`src/rtl/aes_pkg.sv`:
```
// rtl/aes_pkg.sv - shared types and constants for the AES block front end
package aes_pkg;

  typedef logic [1:0] asm_state_t;
  localparam asm_state_t ST_FILL  = 2'd0;
  localparam asm_state_t ST_FULL  = 2'd1;
  localparam asm_state_t ST_EXTRA = 2'd2;

  localparam int PAD_ZERO  = 0;
  localparam int PAD_PKCS7 = 1;

  typedef logic [15:0][7:0] aes_block_t;

endpackage

```
`src/rtl/block_pad.sv`:
```
// rtl/block_pad.sv - replaces words at and beyond count with the pad word
module block_pad
  import aes_pkg::*;
#(
  parameter int                WORD_W    = 8,
  parameter int                WORDS     = 16,
  parameter int                CNT_W     = 5,
  parameter int                PAD_MODE  = PAD_ZERO,
  parameter logic [WORD_W-1:0] PAD_VALUE = '0
) (
  input  logic [WORDS-1:0][WORD_W-1:0] blk_in,
  input  logic [CNT_W-1:0]             count_in,
  input  logic                         pad_en_in,
  output logic [WORDS-1:0][WORD_W-1:0] blk_out
);

  logic [WORD_W-1:0] pad_word;

  always_comb begin
    pad_word = (PAD_MODE == PAD_PKCS7) ? WORD_W'(WORDS - int'(count_in)) : PAD_VALUE;
    for (int k = 0; k < WORDS; k++) begin
      blk_out[k] = (pad_en_in && (k >= int'(count_in))) ? pad_word : blk_in[k];
    end
  end

endmodule

```
`src/rtl/block_assembler.sv`:
```
// rtl/block_assembler.sv - packs a word stream into padded, tagged fixed-size blocks
module block_assembler
  import aes_pkg::*;
#(
  parameter int                WORD_W    = 8,
  parameter int                WORDS     = 16,
  parameter int                PAD_MODE  = PAD_ZERO,
  parameter logic [WORD_W-1:0] PAD_VALUE = '0,
  localparam int               CNT_W     = $clog2(WORDS + 1),
  localparam int               IDX_W     = $clog2(WORDS)
) (
  input  logic                         clk_in,
  input  logic                         rst_n_in,
  input  logic [WORD_W-1:0]            data_in,
  input  logic                         valid_in,
  input  logic                         last_in,
  output logic                         ready_out,
  output logic [WORDS-1:0][WORD_W-1:0] block_out,
  output logic [CNT_W-1:0]             count_out,
  output logic                         last_out,
  output logic                         valid_out,
  input  logic                         ready_in
);

  typedef logic [WORDS-1:0][WORD_W-1:0] blk_t;

  asm_state_t       state_q, state_d;
  logic [IDX_W-1:0] index_q, index_d;
  blk_t             buf_q, buf_d;
  blk_t             out_blk_q, out_blk_d;
  logic [CNT_W-1:0] out_cnt_q, out_cnt_d;
  logic             out_last_q, out_last_d;
  logic             valid_q, valid_d;
  logic [CNT_W-1:0] pend_cnt_q, pend_cnt_d;
  logic             pend_last_q, pend_last_d;
  logic             pend_extra_q, pend_extra_d;
  logic             live_q, live_d;

  blk_t             asm_blk, pad_blk;
  logic [CNT_W-1:0] pad_cnt;
  logic             pad_en;
  logic             accept, at_end, complete, slot_free, need_extra;

  assign ready_out  = live_q && (state_q == ST_FILL);
  assign accept     = valid_in && ready_out;
  assign at_end     = (index_q == IDX_W'(WORDS - 1));
  assign complete   = accept && (at_end || last_in);
  assign need_extra = (PAD_MODE == PAD_PKCS7) && last_in && at_end;
  assign slot_free  = !valid_q || ready_in;

  // One pad unit serves both the final partial block and the all-pad EXTRA block.
  always_comb begin
    asm_blk          = buf_q;
    asm_blk[index_q] = data_in;
    pad_cnt          = (state_q == ST_EXTRA) ? '0 : CNT_W'(index_q) + CNT_W'(1);
    pad_en           = (state_q == ST_EXTRA) || last_in;
  end

  block_pad #(
    .WORD_W   (WORD_W),
    .WORDS    (WORDS),
    .CNT_W    (CNT_W),
    .PAD_MODE (PAD_MODE),
    .PAD_VALUE(PAD_VALUE)
  ) u_pad (
    .blk_in   ((state_q == ST_EXTRA) ? buf_q : asm_blk),
    .count_in (pad_cnt),
    .pad_en_in(pad_en),
    .blk_out  (pad_blk)
  );

  always_comb begin
    state_d      = state_q;
    index_d      = index_q;
    buf_d        = buf_q;
    out_blk_d    = out_blk_q;
    out_cnt_d    = out_cnt_q;
    out_last_d   = out_last_q;
    valid_d      = valid_q && !ready_in;
    pend_cnt_d   = pend_cnt_q;
    pend_last_d  = pend_last_q;
    pend_extra_d = pend_extra_q;
    live_d       = 1'b1;

    case (state_q)
      ST_FILL: begin
        if (accept) begin
          buf_d   = asm_blk;
          index_d = index_q + IDX_W'(1);
          if (complete) begin
            index_d = '0;
            if (slot_free) begin
              out_blk_d  = pad_blk;
              out_cnt_d  = pad_cnt;
              out_last_d = last_in && !need_extra;
              valid_d    = 1'b1;
              state_d    = need_extra ? ST_EXTRA : ST_FILL;
            end else begin
              // Park the finished block in the buffer until the output slot frees.
              buf_d        = pad_blk;
              pend_cnt_d   = pad_cnt;
              pend_last_d  = last_in && !need_extra;
              pend_extra_d = need_extra;
              state_d      = ST_FULL;
            end
          end
        end
      end
      ST_FULL: begin
        if (slot_free) begin
          out_blk_d  = buf_q;
          out_cnt_d  = pend_cnt_q;
          out_last_d = pend_last_q;
          valid_d    = 1'b1;
          state_d    = pend_extra_q ? ST_EXTRA : ST_FILL;
        end
      end
      ST_EXTRA: begin
        if (slot_free) begin
          out_blk_d  = pad_blk;
          out_cnt_d  = '0;
          out_last_d = 1'b1;
          valid_d    = 1'b1;
          state_d    = ST_FILL;
        end
      end
      default: state_d = ST_FILL;
    endcase
  end

  always_ff @(posedge clk_in or negedge rst_n_in) begin
    if (!rst_n_in) begin
      state_q      <= ST_FILL;
      index_q      <= '0;
      buf_q        <= '0;
      out_blk_q    <= '0;
      out_cnt_q    <= '0;
      out_last_q   <= 1'b0;
      valid_q      <= 1'b0;
      pend_cnt_q   <= '0;
      pend_last_q  <= 1'b0;
      pend_extra_q <= 1'b0;
      live_q       <= 1'b0;
    end else begin
      state_q      <= state_d;
      index_q      <= index_d;
      buf_q        <= buf_d;
      out_blk_q    <= out_blk_d;
      out_cnt_q    <= out_cnt_d;
      out_last_q   <= out_last_d;
      valid_q      <= valid_d;
      pend_cnt_q   <= pend_cnt_d;
      pend_last_q  <= pend_last_d;
      pend_extra_q <= pend_extra_d;
      live_q       <= live_d;
    end
  end

  assign block_out = out_blk_q;
  assign count_out = out_cnt_q;
  assign last_out  = out_last_q;
  assign valid_out = valid_q;

endmodule

```
`config.mk`:
```
export PLATFORM = sky130hd
export DESIGN_NAME = block_assembler
export DESIGN_NICKNAME = d
export VERILOG_FILES = /design/src/rtl/aes_pkg.sv /design/src/rtl/block_pad.sv /design/src/rtl/block_assembler.sv
export SDC_FILE = /design/constraint.sdc
export NUM_CORES = 1
export LEC_CHECK = 0
export CAP_MARGIN = 20
export CELL_PAD_IN_SITES_DETAIL_PLACEMENT = 0
export CELL_PAD_IN_SITES_GLOBAL_PLACEMENT = 1
export CORE_ASPECT_RATIO = 0.5
export CORE_MARGIN = 2
export CORE_UTILIZATION = 48
export DETAILED_ROUTE_END_ITERATION = 10
export GPL_ROUTABILITY_DRIVEN = 0
export PLACE_DENSITY = 0.94
export SLEW_MARGIN = 15
export SYNTH_ARGS = -nofsm -noshare
export SYNTH_HDL_FRONTEND = slang
export SYNTH_SLANG_ARGS = --single-unit
```
`constraint.sdc`:
```
create_clock -name clk_in -period 6.7 [get_ports clk_in]
set_clock_uncertainty 0.1 [all_clocks]
set_input_delay 1.675 -clock clk_in [delete_from_list [all_inputs] [get_ports clk_in]]
set_output_delay 1.675 -clock clk_in [all_outputs]
set_load 0.005 [all_outputs]
```
==> metrics.md <==
| Metric | Value |
|---|---|
| Outcome | `complete, no violations` |
| Element type at the critical path end | `flop` |
| Max Fclk | `0.221 GHz` |
| Antenna violations before repair | `0` |
| Die height | `123 um` |
| Tmin final | `4.53 ns` |
| RSZ-0062 raised after global routing | `false` |
| Post-synthesis cell type count | `67` |
| Dpl hpwl | `24700 um` |
| Maxcap violations | `0` |
| Asr flop ratio synth | `100%` |
| Vias | `11600` |
| Critical path data required time | `7.07 ns` |
| #FFs+latches synth | `275` |
| CTS buffer count | `25` |
| Synth Area in Adders | `0.551%` |
| Post-CTS Hold Fix Bufs | `0` |
| Compound-Gate Fraction of Synth Area | `21.6%` |
| Cell Pwr Density | `339 nW/um^2` |
| Final hold violations | `0` |
| Switching power share of the total | `30.5%` |
| Synth Area in XOR/XNOR | `0.386%` |
| Hold WC Path Type | `flop to flop` |
| Number of buffers added on ports | `148` |
| Die width | `242 um` |
| Crit path DAT | `4.90 ns` |
| Highest-count cells in the layout ignoring fill and taps | `dfrtp_1, nand2_1, clkdlybuf4s50_1` |
| Via/cell ratio | `6.12` |
| Leakage | `7.23 nW` |
| CTS H-tree lvls | `1` |
| Layout Area Growth over Synthesis | `19.2%` |
| CP startpoint kind | `input port` |
| # rows | `43` |
| TritonCTS clock tree | `yes` |
| Largest net degree at the start of global routing | `196` |
| Routed len/inst | `20.9 um` |
| Mux contribution to synthesized area | `8.67%` |
| Final worst slack | `2.17 ns` |
| Final setup viols | `0` |
| Post-CTS Repair Setup Buffers | `0` |
| Nets | `1509` |
| Gate Count Post-Synth | `1411` |
| Max-slew violations | `0` |
| Syn. warnings | `0` |
| Worst path slowest cell | `clkdlybuf4s50_1` |
| Clk root buf | `clkbuf_16` |
| Number of fill cells in the layout | `2311` |
| Simple-gate share of the synthesized area | `14.1%` |
| Grt ovf | `0` |
| Synthesized area | `13600 sq um` |
| NetSw | `1.68 mW` |
| Top Ports | `149` |
| Diode count | `0` |
| Maximum clock insertion buffer count | `3` |
| Slew margin rel. | `21.7%` |
| Crit path launch | `last_in` |
| DRC | `0` |
| Net Count, Synth | `1430` |
| HP Start | `block_out[1]` |
| Biggest cell delay along the critical path | `0.79 ns` |
| Post-synth EDFFs | `0` |
| Final ANT Viol Nets | `0` |
| Sequential power share | `42.6%` |
| CP Max Fanout | `44` |
| Multi-input gate area | `6190 sq um` |
| R2r startpoint | `index_q[0]` |
| Syn avg cell area | `9.66 sq um` |
| Vias in the first global route | `11300` |
| Worst vdd ir | `0.174 mV` |
| Skew-Pair Late Insertion Delay | `0.56 ns` |
| Seq. cell area | `6890 sq um` |
| Clock sink count | `275` |
| Initial DRC count | `1339` |
| Combinational power share | `27.4%` |
| Largest family of logic cells by synthesized area | `compound AO/OA/AOI/OAI gates` |
| Core Footprint | `27800 sq um` |
| Setup_tns | `0 ns` |
| Seq/Total Area, Yosys | `50.5%` |
| Most common cell after layout, fill and taps aside | `dfrtp_1` |
| Layout cells sized above 1 | `8.08%` |
| Cell family with most CP delay | `compound AO/OA/AOI/OAI gates` |
| Die footprint | `29800 sq um` |
| Buffer and inverter count on the worst path | `2` |
| Post-route cell area | `16200 sq um` |
| Crit Path Category | `input port to flop` |
| Post-CTS Resized | `0` |
| Cell Area, Placed | `15300 sq um` |
| Top FF cell, synth | `dfrtp_1` |
| WL final | `39600 um` |
| Int Power | `3.83 mW` |
| First-pass GRT wire length | `62200 um` |
| Period utilization | `67.6%` |
| Clock Pin Slew Worst Setup and Hold Paths | `0.07 ns` |
| GRT Overall Usage | `26.2%` |
| Pre-CTS WS | `1.72 ns` |
| Starting Density | `49.0%` |
| Clock power share | `30.0%` |
| Pre-Repair DR Iteration Count | `5` |
| Most used cell, CP | `nor2_1` |
| Cells along the critical path | `clkdlybuf4s50_1, a31oi_2, nor2_1, o21ai_4, buf_4, a221oi_1, nor2_1` |
| Worst Tran Pin Value | `1.17 ns` |
==> stage by stage <==
stage | hold WS, ns | power (mW) | util (%) | instances
2_1_floorplan | 0.349 | 3.13 | - | 1411
3_3_place_gp | 0.362 | 3.80 | 54.9 | 1843
3_5_place_dp | 0.370 | 3.87 | 54.9 | 1843
4_1_cts | 0.385 | 5.52 | 58.3 | 1889
5_1_grt | 0.410 | 5.80 | 58.4 | 1891
6_report | 0.382 | 5.51 | 58.4 | 1891
==> worst paths after layout <==
path,end,slack (ns),cells after the start
max in group asynchronous,block_out[30],3.91,2
max,block_out[41],2.17,7
min in group asynchronous,block_out[122],0.99,1
min,block_out[1],0.38,2
min reg2reg,block_out[1],0.38,2
max reg2reg,block_out[62],2.52,7
==> synth_stat cells, drive strengths merged, types with 3 or more instances <==
cell type / count / area share, %
a21oi: 107 / 4.0
o21a: 3 / 0.17
nand2: 183 / 5.0
nor2: 123 / 3.5
a221oi: 32 / 2.1
dfrtp: 275 / 51
o22ai: 17 / 0.78
o32a: 8 / 0.59
clkbuf: 69 / 1.9
and3: 25 / 1.1
inv: 13 / 0.36
a21o: 3 / 0.17
mux2i: 91 / 6.7
a22o: 17 / 1.1
a32o: 5 / 0.37
nand3b: 6 / 0.36
a32oi: 8 / 0.51
o21ai: 153 / 5.8
buf: 50 / 1.9
nor2b: 17 / 0.78
o31ai: 32 / 2.0
nor3: 10 / 0.37
a2bb2oi: 24 / 1.5
nand2b: 12 / 0.55
and2: 7 / 0.32
nand3: 36 / 1.4
o22a: 10 / 0.64
a31oi: 20 / 1.0
mux2: 24 / 2.0
ha: 6 / 0.55
==> kinds of logic (layout without fill, tap and decap cells) <==
group	after synthesis	in the layout
DFF	275	275
adders and majority gates	6	6
buffers and inverters	132	230
other	1	1
AOI/OAI and AO/OA	451	451
and+or+nand+nor	428	428
muxes	115	115
xor gates and xnor gates	3	3
==> metal layers <==
| metal | vias to the layer above | global-route usage, % | share of wire (%) |
|---|---|---|---|
| li1 | 5220 | - | - |
| met1 | 5817 | 36.3 | 43 |
| met2 | 467 | 42.9 | 47 |
| met3 | 73 | 5.06 | 7.3 |
| met4 | 0 | 6.71 | 2.1 |
| met5 | - | 0 | 0 |
==> worst min-delay path, delay by kind of cell (launching register included) <==
| kind | cells | cell delay, ns |
|---|---|---|
| DFF | 1 | 0.34 |
| AOI/OAI and AO/OA | 1 | 0.06 |
| and+or+nand+nor | 1 | 0.04 |
==> power groups by stage <==
stage	Sequential, mW	Combinational [mW]	Clock, mW
CTS	2.35	1.51	1.67
global route	2.39	1.66	1.74
floorplan	2.30	0.829	0
finish	2.35	1.51	1.65
global placement	2.35	1.45	0
detailed placement	2.37	1.50	0
==> layout make-up <==
type / count / area share [%]
timing repair buffer: 171 / 10.5
tap: 382 / 2.94
clock buffer: 33 / 4.28
multi-input combinational: 1004 / 38.1
inverter: 13 / 0.300
clock inverter: 13 / 1.50
sequential: 275 / 42.4
==> flip-flops by register name, indices dropped and copies added, names as in the netlist, 4 cells and up <==
| name | flops |
|---|---|
| pend_cnt_q | 5 |
| buf_q | 128 |
| block_out | 128 |
| count_out | 5 |
| index_q | 4 |
Power figures use the tool's default switching activity.
